## config.mk

```make
export PLATFORM = sky130hd
export DESIGN_NAME = sprite_palette_engine
export DESIGN_NICKNAME = d
export VERILOG_FILES = /design/src/rtl/sprite_palette_engine.sv
export SDC_FILE = /design/constraint.sdc
export NUM_CORES = 1
export LEC_CHECK = 0
export BUFFER_PORTS_ARGS = -buffer_cell sky130_fd_sc_hd__buf_2
export CAP_MARGIN = 10
export CORE_MARGIN = 8
export CORE_UTILIZATION = 55
export CTS_BUF_LIST = sky130_fd_sc_hd__clkbuf_8 sky130_fd_sc_hd__clkbuf_16
export DETAILED_ROUTE_END_ITERATION = 16
export MAX_ROUTING_LAYER = met4
export PLACE_DENSITY = 0.71
export REMOVE_ABC_BUFFERS = 1
export SYNTH_ARGS = -nofsm -noshare
export SYNTH_HDL_FRONTEND = slang
export SYNTH_SLANG_ARGS = --single-unit
export TNS_END_PERCENT = 10
```

## constraint.sdc

```tcl
create_clock -name Clk -period 3.6 [get_ports Clk]
set_clock_uncertainty 0.05 [all_clocks]
set_input_delay 0.36 -clock Clk [delete_from_list [all_inputs] [get_ports Clk]]
set_output_delay 0.36 -clock Clk [all_outputs]
set_load 0.005 [all_outputs]
```

## src/rtl/sprite_palette_engine.sv

```systemverilog
// Banked, runtime-writable RGB palette with a fixed two-stage lookup,
// transparency flagging and a frame-tick-driven hit-flash override.
module sprite_palette_engine #(
   parameter  int IDX_W           = 4,
   parameter  int CH_W            = 4,
   parameter  int NUM_BANKS       = 4,
   parameter  int TRANSPARENT_IDX = 0,
   parameter  int FLASH_W         = 4,
   localparam int BANK_W          = (NUM_BANKS > 1) ? $clog2(NUM_BANKS) : 1
) (
   input  logic                Clk,
   input  logic                Reset_n,
   input  logic                pix_valid,
   input  logic [IDX_W-1:0]    pix_index,
   input  logic [BANK_W-1:0]   pix_bank,
   input  logic                wr_en,
   input  logic [BANK_W-1:0]   wr_bank,
   input  logic [IDX_W-1:0]    wr_idx,
   input  logic [3*CH_W-1:0]   wr_rgb,
   input  logic                frame_tick,
   input  logic                flash_start,
   input  logic [FLASH_W-1:0]  flash_toggles,
   output logic                out_valid,
   output logic [CH_W-1:0]     red,
   output logic [CH_W-1:0]     green,
   output logic [CH_W-1:0]     blue,
   output logic                out_transparent,
   output logic                flash_active
);

   localparam int                 RGB_W  = 3 * CH_W;
   localparam int                 ADDR_W = BANK_W + IDX_W;
   localparam logic [BANK_W:0]    NB     = (BANK_W + 1)'(NUM_BANKS);
   localparam logic [IDX_W-1:0]   TIDX   = IDX_W'(TRANSPARENT_IDX);

   typedef enum logic [1:0] {FL_IDLE, FL_ON, FL_OFF} flash_e;

   // Palette storage: deliberately not reset
   logic [RGB_W-1:0] mem [2**ADDR_W];

   logic [ADDR_W-1:0] wr_addr, pix_addr;
   logic              wr_ok, pix_ok;

   assign wr_addr  = {wr_bank, wr_idx};
   assign pix_addr = {pix_bank, pix_index};
   assign wr_ok    = wr_en && ({1'b0, wr_bank} < NB);
   assign pix_ok   = {1'b0, pix_bank} < NB;

   always_ff @(posedge Clk) begin
      if (wr_ok) mem[wr_addr] <= wr_rgb;
   end

   // ---------------- S1: RAM read with write-first bypass ----------------
   logic [1:0]       vld_pipe_q;
   logic [RGB_W-1:0] s1_rgb_q, s1_rgb_d;
   logic             s1_tr_q;

   always_comb begin
      s1_rgb_d = '0;
      if (pix_ok) s1_rgb_d = (wr_ok && wr_addr == pix_addr) ? wr_rgb : mem[pix_addr];
   end

   always_ff @(posedge Clk or negedge Reset_n) begin
      if (!Reset_n) begin
         vld_pipe_q <= '0;
         s1_rgb_q   <= '0;
         s1_tr_q    <= 1'b0;
      end else begin
         vld_pipe_q <= {vld_pipe_q[0], pix_valid};
         if (pix_valid) begin
            s1_rgb_q <= s1_rgb_d;
            s1_tr_q  <= (pix_index == TIDX);
         end
      end
   end

   // ---------------- Flash FSM ----------------
   flash_e             state_q;
   logic [FLASH_W-1:0] cnt_q;
   logic               active_q;

   // A restart wins over a same-cycle frame tick
   always_ff @(posedge Clk or negedge Reset_n) begin
      if (!Reset_n) begin
         state_q  <= FL_IDLE;
         cnt_q    <= '0;
         active_q <= 1'b0;
      end else if (flash_start && flash_toggles != '0) begin
         state_q  <= FL_ON;
         cnt_q    <= flash_toggles;
         active_q <= 1'b1;
      end else if (state_q != FL_IDLE && frame_tick) begin
         cnt_q <= cnt_q - 1'b1;
         if (cnt_q == FLASH_W'(1)) begin
            state_q  <= FL_IDLE;
            active_q <= 1'b0;
         end else begin
            state_q  <= (state_q == FL_ON) ? FL_OFF : FL_ON;
         end
      end
   end

   // ---------------- S2: flash override and output registers ----------------
   logic [RGB_W-1:0] out_rgb_q, out_rgb_d;
   logic             out_tr_q;

   assign out_rgb_d = (state_q == FL_ON && !s1_tr_q) ? {RGB_W{1'b1}} : s1_rgb_q;

   always_ff @(posedge Clk or negedge Reset_n) begin
      if (!Reset_n) begin
         out_rgb_q <= '0;
         out_tr_q  <= 1'b0;
      end else if (vld_pipe_q[0]) begin
         out_rgb_q <= out_rgb_d;
         out_tr_q  <= s1_tr_q;
      end
   end

   assign out_valid       = vld_pipe_q[1];
   assign red             = out_rgb_q[3*CH_W-1:2*CH_W];
   assign green           = out_rgb_q[2*CH_W-1:CH_W];
   assign blue            = out_rgb_q[CH_W-1:0];
   assign out_transparent = out_tr_q;
   assign flash_active    = active_q;

endmodule

```

After elaboration in Yosys (flattened, before gate mapping)
Memories as Yosys holds them, arrays and structs flattened. A register that Yosys moved wholly into a read port is not among the register bits.
Cells that the tools add are included.

storage, ports and cells
  register bits after elaboration = 23
  memory bits (writable) = 768
  bits of input ports = 34
  memories kept = 1

operators by class
  $add $sub $neg = 1
  equality and inequality tests = 2
  mux-type cells = 12
  reduce and logical (&&, ||, !) cells = 11

memory list
  memory  words  width  rd ports  clocked after memory_dff  write ports  line  RTL
  mem     64     12     1         1                         1            39    logic [RGB_W-1:0] mem [2**ADDR_W];

operator list
  kind                                                                number
  12-bit two-way mux                                                  1
  2-bit two-way mux                                                   4
  4-bit two-way mux                                                   2
  2-bit nonzero test                                                  3
  1-bit two-way mux                                                   5
  4-bit by 1-bit == test with 1-bit output, second input constant     1
  4-bit logical NOT                                                   1
  4-bit nonzero test                                                  1
  4-bit by 1-bit subtractor with 4-bit output, second input constant  1
  1-bit logical AND                                                   3
  2-bit by 1-bit == test with 1-bit output, second input constant     1
  1-bit logical NOT                                                   2
  2-bit AND reduction                                                 1

Logic depth before layout (Yosys ltp)
  word-level depth = 5
  mapped depth = 9
  gate-level depth less buffers = 5

Worst setup path before layout
No wires, ideal clock.

  path kind = input port to flip-flop
  from = input port wr_bank[1]
  to = memory mem[48][0] (netlist name) (enable)
  setup time = 0.396 ns
  data arrival time = 1.955 ns
  data required time = 3.154 ns
  setup slack = 1.199 ns
  cell stages on the path = 4
  cell sequence = clkbuf_1 nand3_1 or3_1 nor3_1

RTL lines
  element      line  RTL
  from (decl)  17    input logic [BANK_W-1:0] wr_bank,
  to (decl)    39

Straight into the memory's write port.

==> results.yml <==
clock_tree:
  postCtsResizedCells: 0
  cts_buffers: 79
  root_buffer: "clkbuf_16"
  clock_sinks: 803
  cts_buffer_depth: 3
  ctsHoldBuffers: 7
  cts_tree: "yes"
  clk_pin_slew_ps: 60
  cts_setup_buffers: 0
  clk_latency_ps: 630
  htreeDepth: 3
worst_setup_path:
  criticalPathCategory: "input port to flop"
  timing.rr.end: "s1_rgb_q[2]"
  crit_buf_inv: 4
  max_stage_delay_ps: 540
  arrival_ps: 2940
  crit_top_cell: "buf_4"
  rrSetupSlack_ps: 1130
  cp_num_cells: 8
  crit_end: "s1_rgb_q[4]"
  required_ps: 4060
  critPathLaunchType: "input port"
  cp_top_family: "buffers and inverters"
  cp-end-kind: "flop"
  path_cells: "clkbuf_8 -> buf_4 -> mux4_2 -> a2111oi_0 -> buf_4 -> a2111oi_0 -> buf_4 -> or3_1"
  crit_fanout: 42
  cpMaxStageDelayCell: "a2111oi_0"
  cp-startpoint: "pix_index[1]"
  rr_worst_depth: 7
  r2r_start: "mem[36][2]"
drt:
  met1_length_um: 30770
  routed_wl_um: 76470
  dr.max_layer_used: "met4"
  wl_met2_um: 35690
  dr.pass1.iters: 5
  drt-vias-per-instance: 6.406
  drtIter0Drc: 2122
  wl_met3_um: 7711
  ant_nets: 0
  drc_errors: 0
  wl_per_cell_um: 29.49
  vias: 16610
synthesis:
  yosysTopAreaCell: "edfxtp_1"
  synth_compound_area_share_pct: 4.385
  synthSimpleGateAreaFrac_pct: 3.074
  synth_fa_ha_area_share_pct: 0.07922
  synth_top_family_by_area: "multiplexers"
  ys_top_cells_by_area: "edfxtp_1, mux4_2, mux2i_1"
  synthCells: 1587
  ys_types: 41
  ys_warn_count: 0
  syn_area_mm2: 0.03159
  synth-seq-cells: 803
  synth_top_area_share_pct: 73.01
  seq_area_frac_synth_pct: 75.78
  muxShareOfSynthArea_pct: 14.66
  syn_avg_cell_area_um2: 19.90
  synth_xor_area_share_pct: 0.2495
sta:
  finalCriticalPeriod_ps: 2477
  hold_viol: 0
  rsz0062_at_grt: "false"
  fmax_mhz: 403.8
  finalSetupViolCount: 0
  min_period_over_period_pct: 68.80
  setup_ws_ps: 1123
  slew_viol_final: 0
  fin_tns_setup_ps: 0
  max_slew.worst_pin.slew_ps: 1118
  relSlewSlack_pct: 25.44
place:
  pre_cts_ws_ps: 447.0
  portBuffers: 48
  gp_congestion: 0.9451
  dp.final_hpwl_um: 47600
power:
  leakage_nw: 11.89
  combPwrFrac_pct: 5.8
  clkPwrFrac_pct: 41.0
  power_density_mw_per_mm2: 545.2
  ir_drop_uv: 430.7
  p_int_mw: 15.40
  switchingPower_mw: 4.226
  p_sw_share_pct: 21.53
  power_frac_seq_pct: 53.2
cells_and_area:
  fillers: 3924
  nets: 1799
  final_core_util_pct: 62.87
  drive_gt1_share_pct: 26.19
  final_cell_mix: "edfxtp_1, mux4_2, buf_4"
  final_common_cell: "edfxtp_1"
  syn2layout_area_growth_pct: 13.95
run:
  maxCapViolCount: 0
floorplanning:
  core_mm2: 0.05725
  die_y_um: 255.7
  start_util_pct: 55.17
  rows: 88
  die_x_um: 255.7
  io_pins: 49
  dieArea_mm2: 0.06536
grt:
  grt_pass1_wl_um: 112400
  grt_pass1_vias: 16550
  track_usage_pct: 23.90
  grt_overflow: 0
  antenna_found_initial: 3
  grt_max_degree: 55
hold_path:
  hp-class: "input port to flop"
run_status:
  status: "complete, no violations"
kinds of logic after synthesis:
group / after synthesis
flip-flops: 803
AO/OA/AOI/OAI: 183
adder cells (fa/ha/maj): 2
AND/OR/NAND/NOR: 207
buffers and inverters: 99
multiplexers: 284
XOR/XNOR: 9
sequential cells by signal, indices dropped and copies added (netlist names):
register / count
vld_pipe_q: 2
s1_tr_q: 1
state_q: 2
out_transparent: 1
flash_active: 1
out_rgb_q: 12
mem: 768
s1_rgb_q: 12
cnt_q: 4
metal layers:
layer	GRT usage, %	vias up
li1	-	6897
met3	5.263	133
met2	35.43	923
met5	-	-
met1	32.96	8658
met4	8.295	0
tightest hold or removal path: cells and delay by family:
kind,cells,cell delay [ps]
buf+inv,1,120
simple gates,1,70
compound gates,1,140
final cells by class:
type                            count  area [µm²]  share of cell area (%)
Antenna cell                        3       7.507                 0.02086
Clock buffer                       83        2077                   5.770
Clock inverter                     60       446.7                   1.241
Inverter                            5       18.77                 0.05214
Multi-Input combinational cell    685        7101                   19.73
Sequential cell                   803       23940                   66.50
Tap cell                          765       957.2                   2.659
Timing Repair Buffer              189        1450                   4.029
Yosys cell counts, drive strengths merged:
cell,n
a21boi,1
mux4,139
mux2i,108
mux2,37
nor3,3
o21a,1
and2,4
nor2b,36
a221oi,12
a21oi,22
nand4b,1
o22a,12
o41ai,1
nor4,1
edfxtp,768
nand2,51
a22o,13
or3b,1
or3,14
nor2,75
a211oi,30
nand2b,7
a2111oi,20
a31oi,2
inv,5
nand3b,2
xnor2,9
o21ai,16
clkbuf,40
a22oi,30
o221ai,11
buf,54
dfrtp,35
nand4,2
nand3,10
ha,2
a41oi,12
how the worst min path moves through the flow:
stage	from	slack, ps	cells past startpoint	endpoint
after floorplan	Reset_n	10	0	cnt_q[0]
after global placement	s1_rgb_q[11]	430	1	out_rgb_q[11]
after detailed placement	s1_rgb_q[7]	430	1	out_rgb_q[7]
after CTS	flash_start	20	3	flash_active
after global routing	flash_start	90	3	flash_active
final	flash_start	50	3	flash_active
power groups by stage:
stage / clock network (mW) / logic (mW) / registers, mW
detailed placement: 0 / 1.12 / 10.6
CTS: 8.15 / 1.13 / 10.4
floorplan: 0 / 0.470 / 10.6
global placement: 0 / 1.10 / 10.6
global route: 8.49 / 1.20 / 10.4
finish: 8.05 / 1.13 / 10.4
through the flow:
stage	hold WS [ps]	instance area (µm²)	power (mW)	cells
floorplan	14.41	31050	11.06	1493
global placement	428.9	33390	11.73	2440
detailed placement	428.9	33390	11.75	2440
CTS	24.79	35990	19.72	2590
global route	88.99	36000	20.13	2593
finish	46.85	36000	19.63	2593
(Power assumes the default switching activity.)
